`config.mk`:
```
export PLATFORM = sky130hd
export DESIGN_NAME = exec_mul_seq
export DESIGN_NICKNAME = d
export VERILOG_FILES = /design/src/rtl/exec_mul_seq.sv
export SDC_FILE = /design/constraint.sdc
export NUM_CORES = 1
export LEC_CHECK = 0
export ABC_CLOCK_PERIOD_IN_PS = 2100
export BUFFER_PORTS_ARGS = -buffer_cell sky130_fd_sc_hd__clkbuf_2
export CAP_MARGIN = 20
export CORE_ASPECT_RATIO = 1.1
export CORE_MARGIN = 10
export CORE_UTILIZATION = 45
export DETAILED_ROUTE_END_ITERATION = 7
export MAX_ROUTING_LAYER = met4
export PLACE_DENSITY = 0.87
export SLEW_MARGIN = 25
export SYNTH_ARGS = -nofsm -noshare
export SYNTH_HDL_FRONTEND = slang
export SYNTH_SLANG_ARGS = --single-unit
```
`constraint.sdc`:
```
create_clock -name clk -period 2.1 [get_ports clk]
set_clock_uncertainty 0.1 [all_clocks]
set_input_delay 0.105 -clock clk [delete_from_list [all_inputs] [get_ports clk]]
set_output_delay 0.105 -clock clk [all_outputs]
set_load 0.1 [all_outputs]
```
`src/rtl/exec_mul_seq.sv`:
```
// Sequential unsigned shift-add multiplier that borrows the execute-stage ALU adder
// for each partial sum; stalls the pipeline and owns the ALU inputs while running.
module exec_mul_seq #(
    parameter int WIDTH = 16,
    parameter int CNT_W = 4
) (
    input  logic             clk,
    input  logic             rst,
    input  logic             start,
    input  logic             abort,
    input  logic [WIDTH-1:0] opA,
    input  logic [WIDTH-1:0] opB,
    input  logic [WIDTH-1:0] alu_rslt,
    input  logic             alu_cout,
    output logic             alu_own,
    output logic [WIDTH-1:0] alu_a,
    output logic [WIDTH-1:0] alu_b,
    output logic             alu_cin,
    output logic             stall,
    output logic             busy,
    output logic             done,
    output logic [WIDTH-1:0] prod_hi,
    output logic [WIDTH-1:0] prod_lo
);

    typedef enum logic [1:0] {IDLE, RUN, DONE} state_t;

    localparam logic [CNT_W-1:0] LAST = CNT_W'(WIDTH - 1);

    state_t           state;
    logic [WIDTH-1:0] acc_hi;
    logic [WIDTH-1:0] mplier;
    logic [WIDTH-1:0] mcand;
    logic [CNT_W-1:0] cnt;

    // alu_own, busy and done are registered alongside the state so they
    // come straight off flops.
    always_ff @(posedge clk) begin
        if (rst) begin
            state   <= IDLE;
            acc_hi  <= '0;
            mplier  <= '0;
            mcand   <= '0;
            cnt     <= '0;
            alu_own <= 1'b0;
            busy    <= 1'b0;
            done    <= 1'b0;
        end else begin
            case (state)
                IDLE: begin
                    // start beats abort here; abort alone is a no-op
                    if (start) begin
                        mcand   <= opA;
                        mplier  <= opB;
                        acc_hi  <= '0;
                        cnt     <= '0;
                        state   <= RUN;
                        alu_own <= 1'b1;
                        busy    <= 1'b1;
                    end
                end
                RUN: begin
                    if (abort) begin
                        state   <= IDLE;
                        alu_own <= 1'b0;
                        busy    <= 1'b0;
                    end else begin
                        // The ALU sum (and its carry) is only meaningful when the
                        // current multiplier bit adds the multiplicand in.
                        if (mplier[0]) begin
                            acc_hi <= {alu_cout, alu_rslt[WIDTH-1:1]};
                            mplier <= {alu_rslt[0], mplier[WIDTH-1:1]};
                        end else begin
                            acc_hi <= {1'b0, acc_hi[WIDTH-1:1]};
                            mplier <= {acc_hi[0], mplier[WIDTH-1:1]};
                        end
                        cnt <= cnt + 1'b1;
                        if (cnt == LAST) begin
                            state   <= DONE;
                            alu_own <= 1'b0;
                            done    <= 1'b1;
                        end
                    end
                end
                DONE: begin
                    state <= IDLE;
                    busy  <= 1'b0;
                    done  <= 1'b0;
                end
                default: begin
                    state   <= IDLE;
                    alu_own <= 1'b0;
                    busy    <= 1'b0;
                    done    <= 1'b0;
                end
            endcase
        end
    end

    // Operands are forced to zero when the pipeline owns the ALU so the mux
    // sees a clean idle value.
    assign alu_a   = alu_own ? acc_hi : '0;
    assign alu_b   = alu_own ? mcand  : '0;
    assign alu_cin = 1'b0;

    // Stall in the accept cycle keeps the MUL parked in execute.
    assign stall   = alu_own | (~busy & start);

    assign prod_hi = acc_hi;
    assign prod_lo = mplier;

endmodule

```
==> results of run 1 <==
area by class of cell:
type	instances	share of cell area, %
tap	80	2.598
clock buffer	13	3.865
sequential	57	29.69
timing repair buffer	152	23.38
clock inverter	3	1.039
inverter	17	1.656
multi-input combinational	218	37.77
worst max-delay path, stage by stage, from the launching register on:
cell and delay [ps]:
dfxtp_1 640, or3b_1 680, o221ai_1 240, a21oi_1 160
cells by family (layout without fill, tap and decap cells):
kind of cell               after synthesis  count (layout)  share of synthesized area, %
AOI/OAI and AO/OA                       57              57                         15.37
adders and majority gates                1               1                        0.4428
buffers and inverters                   43             185                         8.104
DFF                                     57              57                         40.39
muxes                                   35              35                         13.06
other                                    1               1                        0.1327
and+or+nand+nor                        124             124                         22.50
power groups by stage:
stage	Combinational [mW]	Clock [mW]	Sequential (mW)
CTS	0.755	1.02	1.21
detailed placement	0.718	0	1.24
global route	0.795	1.06	1.22
floorplan	0.356	0	1.46
finish	0.754	0.987	1.21
global placement	0.707	0	1.23
layer usage:
| metal | global-route usage (%) | vias to the layer above |
|---|---|---|
| li1 | - | 1344 |
| met1 | 17.64 | 1269 |
| met2 | 29.61 | 81 |
| met3 | 4.006 | 16 |
| met4 | 8.513 | 0 |
| met5 | - | - |
cells in the mapped netlist:
master	n
a2111oi_0	1
a211oi_1	2
a21o_1	2
a21oi_1	33
a31o_2	1
a31oi_1	1
a32o_1	1
and2_1	32
and3_1	1
buf_2	11
buf_4	1
buf_6	5
buf_8	1
clkbuf_1	7
clkbuf_2	1
clkinv_1	1
conb_1	1
dfxtp_1	57
ha_1	1
inv_1	16
mux2_2	15
mux2i_1	20
nand2_1	69
nand2b_1	3
nand2b_4	1
nand3_1	4
nor2_1	3
nor2b_1	1
nor3_1	1
nor3b_1	1
nor3b_4	2
o21ai_0	1
o221ai_1	4
o221ai_2	11
or3_1	2
or3b_1	2
or4b_1	1
or4b_2	1
registers in the layout (all words and copies together) (netlist names):
name	count
mcand	16
prod_hi	16
prod_lo	16
cnt	4
state	2
alu_own	1
busy	1
done	1
per-stage QoR:
step | area, um2 | hold slack [ps] | utilization [%] | worst slack [ps]
6_report | 3852 | 14.03 | 62.97 | 200.7
4_1_cts | 3852 | 4.978 | 62.97 | 186.4
5_1_grt | 3852 | 19.02 | 62.97 | 29.40
2_1_floorplan | 2828 | 76.78 | - | 68.87
3_3_place_gp | 3423 | 227.7 | 55.95 | 307.2
3_5_place_dp | 3423 | 233.6 | 55.95 | 236.9
timing repair:
| action | CTS | global route |
|---|---|---|
| buffers inserted | 0 | 0 |
| hold endpoints to repair | 24 | 0 |
| hold buffers | 24 | 0 |
| resized for setup | 0 | 0 |
worst max path at each step:
stage | end | slack (ps) | cells after the start
floorplan | alu_a[15] | 70 | 1
global placement | prod_lo[0] | 310 | 3
detailed placement | prod_lo[1] | 240 | 3
CTS | alu_b[8] | 190 | 2
global route | prod_lo[1] | 30 | 3
finish | prod_lo[0] | 200 | 3
cells in the final DEF, fill, tap and decap left out, types with 3 or more instances in the layout:
cell type      instances
nand2b_1               3
inv_1                 16
clkbuf_2             120
a21oi_1               33
nand3_1                4
mux2i_1               20
clkbuf_1               3
dlygate4sd3_1         24
nor2_1                 3
dfxtp_1               55
nand2_1               69
mux2_2                15
and2_1                32
o221ai_1               4
buf_4                  8
clkbuf_8              10
o221ai_2              11
==> impl_metrics.py, run 1 <==
metrics = {
    "run_status": {
        "run_status": "complete, no violations",
    },
    "critical_path": {
        "r2r-start": "state[1]",
        "critPathCaptureType": "flop",
        "arrival_ps": 2040,
        "cp_max_fo": 15,
        "rrSetupSlack_ps": 200,
        "r2r_end": "prod_lo[0]",
        "worstSetupPathType": "flop to flop",
        "worst_r2r_path_depth": 3,
        "crit_start": "state[1]",
        "critPathRequiredTime_ps": 2240,
        "startpoint_type": "flop",
    },
    "synth": {
        "avgSynthCellArea_um2": 8.884,
        "netlist_area_um2": 2825,
        "syn-num-nets": 372,
        "ys_warn_count": 0,
        "synth_cell_type_count": 38,
        "synth_top_area_cell": "dfxtp_1",
        "syn_inst": 318,
        "synth-seq-area-share_pct": 40.39,
        "synth_top_area_share_pct": 40.39,
        "synth_area_leaders": "dfxtp_1, nand2_1, and2_1",
        "synth.ff_latch_count": 57,
    },
    "place": {
        "io_buffers": 120,
        "finalWeightedCongestion": 0.8345,
        "place_inst": 500,
        "place_hpwl_um": 5712,
    },
    "routing": {
        "drc": 0,
        "wire_per_inst_um": 15.03,
        "vias": 2710,
        "route.met2.wl_um": 4226,
        "drt-met1-wl_um": 3252,
        "drtPass1Iterations": 4,
        "postRouteAntennaNets": 0,
        "wirelength_um": 8117,
        "vias_per_cell": 5.019,
        "top_layer": "met4",
        "wl_met3_um": 461,
        "first_iter_violations": 96,
    },
    "pwr": {
        "power_frac_comb_pct": 25.5,
        "p_switching_mw": 1.024,
        "swShare_pct": 34.70,
        "clockPowerShare_pct": 33.4,
        "powerDensity_nw_per_um2": 766.3,
        "p_int_mw": 1.928,
        "seq_power_share_pct": 41.0,
        "p_leak_nw": 1.784,
        "vdd_drop_max_uv": 385.6,
        "finalPower_mw": 2.952,
    },
    "grt": {
        "grt.overflow.total": 0,
        "grt_pass1_wl_um": 13160,
        "grt_max_degree": 37,
        "antenna_found_initial": 0,
        "track_usage_pct": 17.06,
        "grt_pass1_vias": 2828,
    },
    "die": {
        "io-pin-count": 122,
        "core_area_um2": 6118,
        "fp.dieH_um": 103.1,
        "start_util_pct": 46.18,
        "rows": 30,
        "die_w_um": 95.55,
        "dieArea_um2": 9851,
    },
    "worst_hold_path": {
        "min_from": "opB[13]",
        "hp-class": "input pin to flop",
        "worst_hold_path.num_cells": 3,
        "holdPathEnd": "prod_lo[13]",
    },
    "sta": {
        "hold_viol_final": 0,
        "drv_slew": 0,
        "timing.final.crit_period_ps": 1899,
        "post-route-period-util_pct": 90.44,
        "fmax_mhz": 526.5,
        "tightestPinTransition_ps": 738.9,
        "tns_ps": 0,
        "finalSetupViolCount": 0,
        "grt_setup_unrepaired": "no",
        "slew_headroom_pct": 50.74,
    },
    "final_layout": {
        "antenna_cells": 0,
        "nets": 509,
        "fin_cells": 540,
        "multi_input_comb_area_um2": 1455,
        "fill_cells": 530,
        "seq_area_um2": 1144,
        "final_layout_size_suffix_gt1_share_pct": 37.83,
        "syn2layout_area_growth_pct": 36.36,
    },
    "cts": {
        "numCtsBuffers": 9,
        "clkLatencyLatePin_ps": 320,
        "cts_tree": "done",
        "clockRootBuffer": "clkbuf_8",
        "cts.path.max_buffers": 2,
        "clk_pin_slew_ps": 60,
        "clock_sinks": 57,
        "h-tree-depth": 3,
    },
    "job": {
        "maxCapViolCount": 0,
    },
}
Note: power is estimated with default switching activity, not from simulation.
==> run 2: changes to the inputs <==
ABC_AREA = 1   (was not set)
==> run 2 against run 1 <==
Design area barely moved. Via count rose by 17%. Sequential power rose by 4%. Combinational power rose by 51%. Global-route usage rose by 1.0 points. Sequential share of layout area barely moved. Highest routed layer unchanged. Critical path depth did not move. Clock power fell by 14%. Largest cell class unchanged. First-iteration DRC count rose by 42%. Largest power group unchanged. Cell count rose by 23%. Power rose by 10%.
==> impl_metrics.py, run 2 <==
metrics = {
    "run_status": {
        "run_status": "complete, no violations",
    },
    "synth": {
        "synth_top_area_share_pct": 40.21,
        "yosysMostFrequentCell": "nand2_1",
        "synthTopCellsByCount": "nand2_1, nor2_1, dfxtp_1, inv_1, o21ai_0",
        "syn_inst": 446,
        "synth_edf_count": 0,
        "netlist_area_um2": 2838,
        "avgSynthCellArea_um2": 6.363,
        "synth.ff_latch_count": 57,
        "syn-num-nets": 500,
        "ys_warn_count": 0,
        "synth_top_flop_cell": "dfxtp_1",
        "synth_area_leaders": "dfxtp_1, nand2_1, nor2_1",
        "async_reset_ff_share_pct": 0,
        "synth_cell_type_count": 27,
        "synth-seq-area-share_pct": 40.21,
        "synth_top_area_cell": "dfxtp_1",
    },
    "sta": {
        "fin_ws_ps": 154.1,
        "drv_slew": 0,
        "finalSetupViolCount": 0,
        "hold_viol_final": 0,
        "tightestPinTransition_ps": 613.0,
        "slew_headroom_pct": 59.13,
        "tns_ps": 0,
        "fmax_mhz": 513.9,
        "grt_setup_unrepaired": "no",
        "post-route-period-util_pct": 92.66,
        "timing.final.crit_period_ps": 1946,
    },
    "routing": {
        "vias_per_cell": 4.785,
        "postRouteAntennaNets": 0,
        "drtPass1Iterations": 4,
        "wire_per_inst_um": 13.16,
        "vias": 3182,
        "wirelength_um": 8749,
        "first_iter_violations": 136,
        "drc": 0,
    },
    "worst_hold_path": {
        "hp-class": "input pin to flop",
    },
    "cts": {
        "numCtsBuffers": 9,
        "cts_resized": 0,
        "h-tree-depth": 3,
        "clk_pin_slew_ps": 60,
        "clockRootBuffer": "clkbuf_8",
        "post_cts_buffers": 0,
        "cts_tree": "done",
        "clock_sinks": 57,
        "clkLatencyLatePin_ps": 330,
        "cts.path.max_buffers": 2,
    },
    "final_layout": {
        "final_layout_size_suffix_gt1_share_pct": 25.98,
        "finalInstanceArea_um2": 3849,
        "final_common_cell": "nand2_1",
        "nets": 635,
        "final_cell_mix": "nand2_1, clkbuf_2, nor2_1, dfxtp_1, inv_1",
        "fill_cells": 559,
        "fin_util_pct": 62.52,
        "syn2layout_area_growth_pct": 35.63,
        "antenna_cells": 0,
    },
    "die": {
        "die_w_um": 95.72,
        "rows": 30,
        "start_util_pct": 46.10,
        "dieArea_um2": 9886,
        "core_area_um2": 6156,
        "io-pin-count": 122,
        "fp.dieH_um": 103.3,
    },
    "critical_path": {
        "critPathRequiredTime_ps": 1890,
        "crit_slowest_cell": "dfxtp_2",
        "arrival_ps": 1740,
        "crit_family": "flip-flops",
        "cp_max_fo": 35,
        "max_stage_delay_ps": 720,
        "startpoint_type": "flop",
        "path_cells": "nand2_1 > inv_1 > clkbuf_2",
        "cp.buffers_inverters": 2,
        "worstSetupPathType": "flop to primary output",
        "critPathCaptureType": "primary output",
    },
    "grt": {
        "track_usage_pct": 18.07,
        "grt_max_degree": 38,
        "grt_pass1_wl_um": 13950,
        "grt_pass1_vias": 3019,
        "grt.overflow.total": 0,
        "antenna_found_initial": 0,
    },
    "pwr": {
        "powerDensity_nw_per_um2": 844.2,
        "finalPower_mw": 3.249,
        "vdd_drop_max_uv": 427.4,
        "p_leak_nw": 2.198,
    },
    "place": {
        "place_area_um2": 3427,
        "finalWeightedCongestion": 0.8714,
        "place_hpwl_um": 6195,
        "io_buffers": 120,
        "dp_slack_ps": 425.7,
    },
    "job": {
        "maxCapViolCount": 0,
    },
}
run 2: metrics by stage:
step / cells / hold slack [ps]
6_report: 665 / 14.83
3_3_place_gp: 624 / 255.2
4_1_cts: 665 / 4.415
5_1_grt: 665 / 38.45
3_5_place_dp: 624 / 271.0
2_1_floorplan: 446 / 66.65
run 2: final timing paths:
kind | start | to | slack [ps] | cells after the start
worst min-delay path | opB[2] | prod_lo[2] | 10 | 5
worst min register to register | done | done | 370 | 2
worst max register to register | state[1] | prod_hi[4] | 420 | 6
worst max-delay path | alu_own | alu_b[2] | 150 | 3
run 2: tightest hold or removal path: cells and delay by family:
family	cells	cell delay [ps]
simple gates	4	220
buf+inv	1	70
run 2: timing repair:
item                                    in CTS  in global routing
endpoints found under the setup margin       0                  0
hold endpoints to repair                    31                  0
hold buffers                                26                  0
run 2: cell type report:
type	count	area, um2	share of cell area [%]
multi-input cells	312	1346	34.98
flip-flops and latches	57	1142	29.68
repair buffers	151	910.9	23.67
inverters	50	187.7	4.876
clock buffers	11	141.4	3.674
well taps	80	100.1	2.601
clock inverters	4	20.02	0.5202
run 2: cell families after synthesis:
group / synth area share, %
AND/OR/NAND/NOR: 33.95
buffers and inverters: 12.48
AO/OA/AOI/OAI: 12.48
flip-flops: 40.21
XOR/XNOR: 0.3087
adder cells (fa/ha/maj): 0.4408
other: 0.1321
run 2: report_power, final:
group / internal, mW / switching (mW)
logic: 0.234 / 0.909
clock network: 0.445 / 0.402
registers: 1.17 / 0.0855
run 2: metal layers:
metal  vias up  share of wire [%]  track usage (%)
met5         -                  0                -
met3        10                7.3            3.971
met2       127                 49            30.60
met1      1420                 42            20.03
li1       1625                  -                -
met4         0                1.4            7.719
